<file path="config.mk">
export PLATFORM = sky130hd
export DESIGN_NAME = rsp_serializer
export DESIGN_NICKNAME = d
export VERILOG_FILES = /design/src/rtl/uart_regfile_pkg.sv /design/src/rtl/rsp_serializer.sv
export SDC_FILE = /design/constraint.sdc
export NUM_CORES = 1
export LEC_CHECK = 0
export ABC_CLOCK_PERIOD_IN_PS = 2750
export CELL_PAD_IN_SITES_DETAIL_PLACEMENT = 0
export CELL_PAD_IN_SITES_GLOBAL_PLACEMENT = 2
export CORE_MARGIN = 2
export CORE_UTILIZATION = 35
export CTS_BUF_LIST = sky130_fd_sc_hd__clkbuf_4
export CTS_CLUSTER_SIZE = 16
export DETAILED_ROUTE_END_ITERATION = 7
export GPL_ROUTABILITY_DRIVEN = 0
export PLACE_DENSITY = 0.95
export RECOVER_POWER = 50
export SKIP_CTS_REPAIR_TIMING = 1
export SYNTH_ARGS = -nofsm -noshare
export SYNTH_HDL_FRONTEND = slang
export SYNTH_SLANG_ARGS = --single-unit
</file>
<file path="constraint.sdc">
create_clock -name clk -period 2.75 [get_ports clk]
set_input_delay 0.4125 -clock clk [delete_from_list [all_inputs] [get_ports clk]]
set_output_delay 0.4125 -clock clk [all_outputs]
set_load 0.02 [all_outputs]
</file>
<file path="src/rtl/uart_regfile_pkg.sv">
// Shared definitions for the UART register-file link: frame marker,
// response status codes, serializer state encoding and checksum helper.
package uart_regfile_pkg;

  localparam logic [7:0] SYNC_BYTE_DEF = 8'hA5;

  localparam logic [7:0] STAT_OK      = 8'h00;
  localparam logic [7:0] STAT_BADCMD  = 8'h01;
  localparam logic [7:0] STAT_BADADDR = 8'h02;

  localparam logic [2:0] ST_IDLE   = 3'd0;
  localparam logic [2:0] ST_SYNC   = 3'd1;
  localparam logic [2:0] ST_STATUS = 3'd2;
  localparam logic [2:0] ST_ADDR   = 3'd3;
  localparam logic [2:0] ST_DATA   = 3'd4;
  localparam logic [2:0] ST_CSUM   = 3'd5;

  typedef enum logic [2:0] {
    S_IDLE   = ST_IDLE,
    S_SYNC   = ST_SYNC,
    S_STATUS = ST_STATUS,
    S_ADDR   = ST_ADDR,
    S_DATA   = ST_DATA,
    S_CSUM   = ST_CSUM
  } ser_state_t;

  // Frame checksum: plain byte-wise XOR, no carry.
  function automatic logic [7:0] csum8(input logic [7:0] s, input logic [7:0] a,
                                       input logic [7:0] d);
    return s ^ a ^ d;
  endfunction

endpackage

</file>
<file path="src/rtl/rsp_serializer.sv">
// Response serializer: takes one (status, addr, data) response from the
// register-file controller and streams [SYNC] STATUS ADDR DATA [CSUM] to uart_tx.
module rsp_serializer
  import uart_regfile_pkg::*;
#(
  parameter logic [7:0] SYNC_BYTE = SYNC_BYTE_DEF,
  parameter bit         SEND_SYNC = 1'b1,
  parameter bit         SEND_CSUM = 1'b1
) (
  input  logic       clk,
  input  logic       rst_n,
  input  logic       rsp_valid,
  input  logic [7:0] rsp_status,
  input  logic [7:0] rsp_addr,
  input  logic [7:0] rsp_data,
  output logic       rsp_ready,
  output logic       tx_valid,
  output logic [7:0] tx_data,
  input  logic       tx_ready,
  output logic       frame_done,
  output logic       busy
);

  ser_state_t r_state;
  logic [7:0] r_status;
  logic [7:0] r_addr;
  logic [7:0] r_data;
  logic [7:0] r_csum;
  logic       r_tx_valid;
  logic [7:0] r_tx_data;
  logic       r_frame_done;
  logic       r_busy;

  // Ready is decoded from state, held low while reset is asserted.
  assign rsp_ready  = rst_n & (r_state == S_IDLE);
  assign tx_valid   = r_tx_valid;
  assign tx_data    = r_tx_data;
  assign frame_done = r_frame_done;
  assign busy       = r_busy;

  // Frame FSM: latch response, then present one byte per accepted handshake.
  // tx_data is loaded with the next byte on each transition so it is stable
  // while uart_tx stalls.
  always_ff @(posedge clk or negedge rst_n) begin
    if (!rst_n) begin
      r_state      <= S_IDLE;
      r_status     <= 8'h00;
      r_addr       <= 8'h00;
      r_data       <= 8'h00;
      r_csum       <= 8'h00;
      r_tx_valid   <= 1'b0;
      r_tx_data    <= 8'h00;
      r_frame_done <= 1'b0;
      r_busy       <= 1'b0;
    end else begin
      r_frame_done <= 1'b0;
      if (r_state == S_IDLE) begin
        if (rsp_valid) begin
          r_status   <= rsp_status;
          r_addr     <= rsp_addr;
          r_data     <= rsp_data;
          r_csum     <= csum8(rsp_status, rsp_addr, rsp_data);
          r_busy     <= 1'b1;
          r_tx_valid <= 1'b1;
          if (SEND_SYNC) begin
            r_state   <= S_SYNC;
            r_tx_data <= SYNC_BYTE;
          end else begin
            r_state   <= S_STATUS;
            r_tx_data <= rsp_status;
          end
        end
      end else if (tx_ready) begin
        // Byte states always have tx_valid high, so tx_ready alone is the accept.
        case (r_state)
          S_SYNC: begin
            r_state   <= S_STATUS;
            r_tx_data <= r_status;
          end
          S_STATUS: begin
            r_state   <= S_ADDR;
            r_tx_data <= r_addr;
          end
          S_ADDR: begin
            r_state   <= S_DATA;
            r_tx_data <= r_data;
          end
          S_DATA: begin
            if (SEND_CSUM) begin
              r_state   <= S_CSUM;
              r_tx_data <= r_csum;
            end else begin
              r_state      <= S_IDLE;
              r_tx_valid   <= 1'b0;
              r_tx_data    <= 8'h00;
              r_busy       <= 1'b0;
              r_frame_done <= 1'b1;
            end
          end
          default: begin
            // S_CSUM: last byte of a full frame.
            r_state      <= S_IDLE;
            r_tx_valid   <= 1'b0;
            r_tx_data    <= 8'h00;
            r_busy       <= 1'b0;
            r_frame_done <= 1'b1;
          end
        endcase
      end
    end
  end

endmodule

</file>
# [Yosys cells after proc, flatten, opt, wreduce, memory -nomap -nowiden]
# Index checks and enable logic that the tools add are counted.
# Widths: inputs -> output; s select.
[totals] input_bits=28 register_bits=45 elab_cells=38
[classes] eq_ne=6 mux=15 bitwise=3 n_reduce_logical=6
[ops] operator="$pmux 8 s4" n=1
[ops] operator="$mux 8" n=3
[ops] operator="$xor 8x8->8" n=2
[ops] operator="$pmux 3 s4" n=1
[ops] operator="$mux 3" n=3
[ops] operator="$mux 1" n=7
[ops] operator="$eq 3x2->1 const B" n=2
[ops] operator="$reduce_and 2->1" n=2
[ops] operator="$reduce_or 4->1" n=1
[ops] operator="$eq 3x1->1 const B" n=1
[ops] operator="$eq 3x3->1 const B" n=1
[ops] operator="$logic_not 3->1" n=1
[ops] operator="$reduce_and 3->1" n=1
[ops] operator="$ne 2x1->1 const B" n=1
[ops] operator="$ne 2x2->1 const B" n=1
[ops] operator="$reduce_bool 2->1" n=1
[ops] operator="$and 1x1->1" n=1

# [Longest topological paths before layout]
[logic_depth] word_depth=5 ltp_mapped=6 depth_no_buf=3

# [Worst setup path after synthesis]
# Ideal clock, no wire load.
[synth_path] path_type="register -> register" startpoint="register r_state[0]" endpoint="register r_state[0]" t_required_ns=2.625 arrival_time_ns=1.646 setup_ns=0.125 stages_incl_launch_ff=7 path_slack_ns=0.979 cell_sequence="dfrtp_1 -> buf_6 -> or4b_1 -> clkbuf_2 -> and2_4 -> buf_6 -> mux2_4"
[synth_between] elab_chain_cells=4
[synth_lines] element="start, declared" line="rsp_serializer.sv:24" rtl="ser_state_t r_state;"
[synth_lines] element="start signal, assigned" line="rsp_serializer.sv:46" rtl="r_state <= S_IDLE;"
[synth_lines] element="start signal, assigned" line="rsp_serializer.sv:66" rtl="r_state <= S_SYNC;"
[synth_lines] element="start signal, assigned" line="rsp_serializer.sv:69" rtl="r_state <= S_STATUS;"
[synth_lines] element="$eq 3x3->1 (tied with other cells)" line="rsp_serializer.sv:75" rtl="case (r_state)"
[synth_lines] element="$pmux 3 s4" line="rsp_serializer.sv:75"
[synth_lines] element="$mux 3" line="rsp_serializer.sv:73" rtl="end else if (tx_ready) begin"
[synth_lines] element="$mux 3" line="rsp_serializer.sv:57" rtl="if (r_state == S_IDLE) begin"
# Parallel ways exist; a longest one is shown, timed or not. The select of a mux whose other input is x is not followed.
# A chain may end at the register's enable or synchronous reset.

# [Worst setup path in the final report]
[layout_path] startpoint="register r_state[0]" endpoint="output rsp_ready"
[layout_between] elab_chain_cells=2
[layout_lines] element="$logic_not 3->1" line="rsp_serializer.sv:35" rtl="assign rsp_ready = rst_n & (r_state == S_IDLE);"
[layout_lines] element="$and 1x1->1" line="rsp_serializer.sv:35"
[layout_lines] element="end, declared" line="rsp_serializer.sv:16" rtl="output logic rsp_ready,"
# No other way between the ends.

==> results_tabular.tex <==
\begin{tabular}{lr}
\hline
Metric & Value \\
\hline
\multicolumn{2}{l}{\textbf{STA}} \\
Max\_slew headroom & 23.0\% \\
Tcrit/Tclk final & 88.0\% \\
Max Freq & 413 MHz \\
Setup violators final & 0 \\
Worst setup margin & $\sim$0.33 ns \\
Hold violation total from the final report & 0 \\
Pin slew with the least headroom to its limit & 1.15 ns \\
Setup clock skew after layout & 0.0193 ns \\
Final Max Slew Viols & 0 \\
Sum of negative setup slack & 0 ns \\
Worst Hold Margin & around 0.42 ns \\
RSZ-0062 raised after global routing & false \\
Final min period & 2.42 ns \\
\multicolumn{2}{l}{\textbf{CTS}} \\
\# H-tree levels & 2 \\
Later-pin clock latency in the skew report & 0.36 ns \\
Buffer type at the clock tree root & sky130\_fd\_sc\_hd\_\_clkbuf\_4 \\
Clock sinks & 45 \\
CTS tree & built \\
Clock buffer count from CTS & 5 \\
Clock Path Buffers & 2 \\
CTS clk-pin slew, worst paths & 0.14 ns \\
\multicolumn{2}{l}{\textbf{Setup path}} \\
WP buf/inv & 1 \\
Critical Path End Type & output port \\
CP Class & reg -> out \\
CP Launch Type & register \\
Reg2Reg Launch Point & r\_state[1]\$\_DFFE\_PN0P\_ \\
Data arrival time of the critical path & 2.01 ns \\
Critical path origin & r\_state[0]\$\_DFFE\_PN0P\_ \\
Max Fanout on Critical Path & 3 \\
Delay-heaviest family, CP & buffers and inverters \\
Crit path cell chain & or2\_2 > nor3b\_1 > clkdlybuf4s50\_1 \\
Max stage delay on crit path & 0.65 ns \\
Req. time, crit path & between 2 and 2.5 ns \\
Library cell contributing the largest single delay on the critical path & sky130\_fd\_sc\_hd\_\_clkdlybuf4s50\_1 \\
\multicolumn{2}{l}{\textbf{Run status}} \\
Outcome & finished clean \\
\multicolumn{2}{l}{\textbf{Floorplan}} \\
Number of standard-cell rows in the floorplan & 28 \\
Total core area & 5960 µm² \\
Full die area & just under 7000 µm² \\
Number of top-level pins & 40 \\
Horizontal die dimension & 82.8 µm \\
Initial core utilization & a little over a third \\
Die Height & slightly above 80 µm \\
\multicolumn{2}{l}{\textbf{Detailed routing}} \\
WL final & around 4.4 mm \\
Residual DRC & 0 \\
Per-cell routed wire length & 12.9 µm \\
Average via count per standard cell & 4.78 \\
Remaining antenna violation count & 0 \\
Total number of vias & 1622 \\
First-pass iteration count of the detailed router & 5 \\
First-iteration detailed-routing DRC count & 102 \\
\multicolumn{2}{l}{\textbf{Power}} \\
Pwr per Cell Area & between 1000 and 1500 nW/µm² \\
Total leakage power & 1.24 nW \\
Maximum vdd drop & 0.000365 V \\
\multicolumn{2}{l}{\textbf{Logic synthesis}} \\
Seq cells post-synth & 45 \\
Seq/Total Area, Yosys & 51.8\% \\
Post-synthesis cell area & 2180 µm² \\
Syn\_nets & 255 \\
Synthesized instance count & 227 \\
Number of warnings reported in the yosys synthesis log & 0 \\
Number of unique standard cell types used by synthesis & 37 \\
Average footprint of a synthesized cell & 9.59 µm² \\
\multicolumn{2}{l}{\textbf{Cells and area}} \\
Share of layout cells above drive strength 1 & 9.09\% \\
Flip-flop and latch area & 1130 µm² \\
Final-stage net count & a little under 300 \\
Number of standard cells in the layout, taps in and fillers out & 339 \\
Diode count & 0 \\
Area growth from synthesis to layout & 23.9\% \\
Fill count & 631 \\
Footprint of the multi-input gates & 968 µm² \\
\multicolumn{2}{l}{\textbf{GRT}} \\
Total routing resource utilization after global routing & 13.6\% \\
Vias in the first global route & 1633 \\
Initial antenna violation count & 0 \\
Pin count of the biggest net entering global routing & 46 \\
Total congestion overflow & 0 \\
First-pass GRT wire length & 7.62 mm \\
\multicolumn{2}{l}{\textbf{Flow run}} \\
Max\_cap viols & 0 \\
\multicolumn{2}{l}{\textbf{Placement}} \\
I/O Buffers & 39 \\
HPWL reported at the end of detailed placement & 3.01 mm \\
Post-placement worst setup slack & 0.743 ns \\
Placed Cells incl. Taps & between 300 and 400 \\
\multicolumn{2}{l}{\textbf{Worst hold path}} \\
Class of the most critical hold timing path & in -> async \\
\hline
\end{tabular}
-- registers in the layout, indices dropped and copies added, names as in the netlist --
name and flops:
busy 1, frame_done 1, r_addr 8, r_csum 8, r_data 8, r_state 3, r_status 8, tx_data 8
-- path summary, 6_finish.rpt --
check,endpoint,cells after the start,slack [ns]
worst min-delay path,tx_data[6]$_DFFE_PN0P_,2,0.42
worst max register to register,tx_data[0]$_DFFE_PN0P_,5,0.37
max in group asynchronous,r_data[5]$_DFFE_PN0P_,2,1.66
worst max-delay path,rsp_ready,3,0.33
min in group clk,r_status[2]$_DFFE_PN0P_,2,0.48
worst min register to register,r_status[2]$_DFFE_PN0P_,2,0.48
-- per-stage QoR --
| step | total power [mW] | util [%] | cell area [µm²] |
|---|---|---|---|
| after global placement | 2.37 | 44.1 | 2630 |
| final | 2.75 | 45.3 | 2700 |
| after global routing | 2.99 | 45.3 | 2700 |
| after CTS | 2.80 | 45.5 | 2710 |
| after floorplan | 1.99 | - | 2180 |
| after detailed placement | 2.39 | 44.1 | 2630 |
-- cell type report --
cell class	count	area share (%)
Multi-Input combinational cell	164	35.9
Clock buffer	6	1.67
Timing Repair Buffer	45	15.5
Inverter	2	0.278
Clock inverter	2	1.44
Tap cell	75	3.48
Sequential cell	45	41.8
-- per-layer routing --
metal  GRT usage [%]  part of all wire (%)
met2            22.0                    47
met5               0                     0
met4            3.58                   1.2
met3            3.38                   3.4
met1            18.2                    48
-- cell usage after synthesis, drive strengths merged --
cell type	number	area, µm²
o21a	1	7.51
and3	1	6.26
a21o	1	7.51
buf	5	40.0
a22o	1	8.76
xor2	8	70.1
a21oi	1	5.00
nor4bb	2	20.0
a222oi	4	40.0
or2	1	6.26
a32oi	2	17.5
o211ai	1	7.51
nor2	1	3.75
and3b	5	43.8
nand3b	2	15.0
o21ba	1	10.0
o21ai	16	80.1
nand2	83	312
nand2b	1	6.26
a211oi	1	7.51
nor4b	1	15.0
nor2b	2	12.5
inv	2	7.51
and2	1	8.76
o31ai	1	7.51
mux2	8	93.8
o2bb2ai	4	35.0
xnor2	8	70.1
nor3b	3	22.5
nand3	2	10.0
or4b	1	10.0
dfrtp	45	1130
clkbuf	11	42.5
-- cells in the final DEF (no fill, tap or decap), types with 2 or more instances in the layout --
| cell | instances |
|---|---|
| sky130_fd_sc_hd__nor2b_1 | 2 |
| sky130_fd_sc_hd__nand2_1 | 83 |
| sky130_fd_sc_hd__nand3b_1 | 2 |
| sky130_fd_sc_hd__mux2_2 | 7 |
| sky130_fd_sc_hd__a222oi_1 | 4 |
| sky130_fd_sc_hd__nand3_1 | 2 |
| sky130_fd_sc_hd__clkbuf_1 | 3 |
| sky130_fd_sc_hd__o2bb2ai_1 | 4 |
| sky130_fd_sc_hd__clkdlybuf4s50_1 | 38 |
| sky130_fd_sc_hd__clkbuf_2 | 2 |
| sky130_fd_sc_hd__inv_1 | 2 |
| sky130_fd_sc_hd__o21ai_0 | 16 |
| sky130_fd_sc_hd__nor4bb_1 | 2 |
| sky130_fd_sc_hd__buf_4 | 2 |
| sky130_fd_sc_hd__nor3b_1 | 3 |
| sky130_fd_sc_hd__xor2_1 | 8 |
| sky130_fd_sc_hd__dfrtp_1 | 45 |
| sky130_fd_sc_hd__a32oi_1 | 2 |
| sky130_fd_sc_hd__xnor2_1 | 8 |
| sky130_fd_sc_hd__and3b_1 | 5 |
| sky130_fd_sc_hd__clkbuf_4 | 6 |
-- logic make-up (layout without fill, tap and decap cells) --
logic type / after synthesis / in the layout / synth area share, %
xor gates and xnor gates: 16 / 16 / 6.44
buffers and inverters: 18 / 55 / 4.14
and+or+nand+nor: 106 / 106 / 22.6
AOI/OAI and AO/OA: 34 / 34 / 10.8
muxes: 8 / 8 / 4.31
DFF: 45 / 45 / 51.8
-- report_power, final --
part	internal, mW	total [mW]	leakage (nW)	switching (mW)
Clock	0.204	0.416	0.0459	0.212
Sequential	0.969	1.15	0.562	0.176
Combinational	0.564	1.19	0.637	0.629
Total	1.74	2.75	1.24	1.02
-- worst register-to-register path: stages, from the launching register on --
cell and delay [ns]:
sky130_fd_sc_hd__dfrtp_1 0.39, sky130_fd_sc_hd__clkbuf_2 0.37, sky130_fd_sc_hd__nor4b_4 0.34, sky130_fd_sc_hd__clkbuf_1 0.88, sky130_fd_sc_hd__o21ai_0 0.22, sky130_fd_sc_hd__nand3_1 0.11
Power figures use the tool's default switching activity.
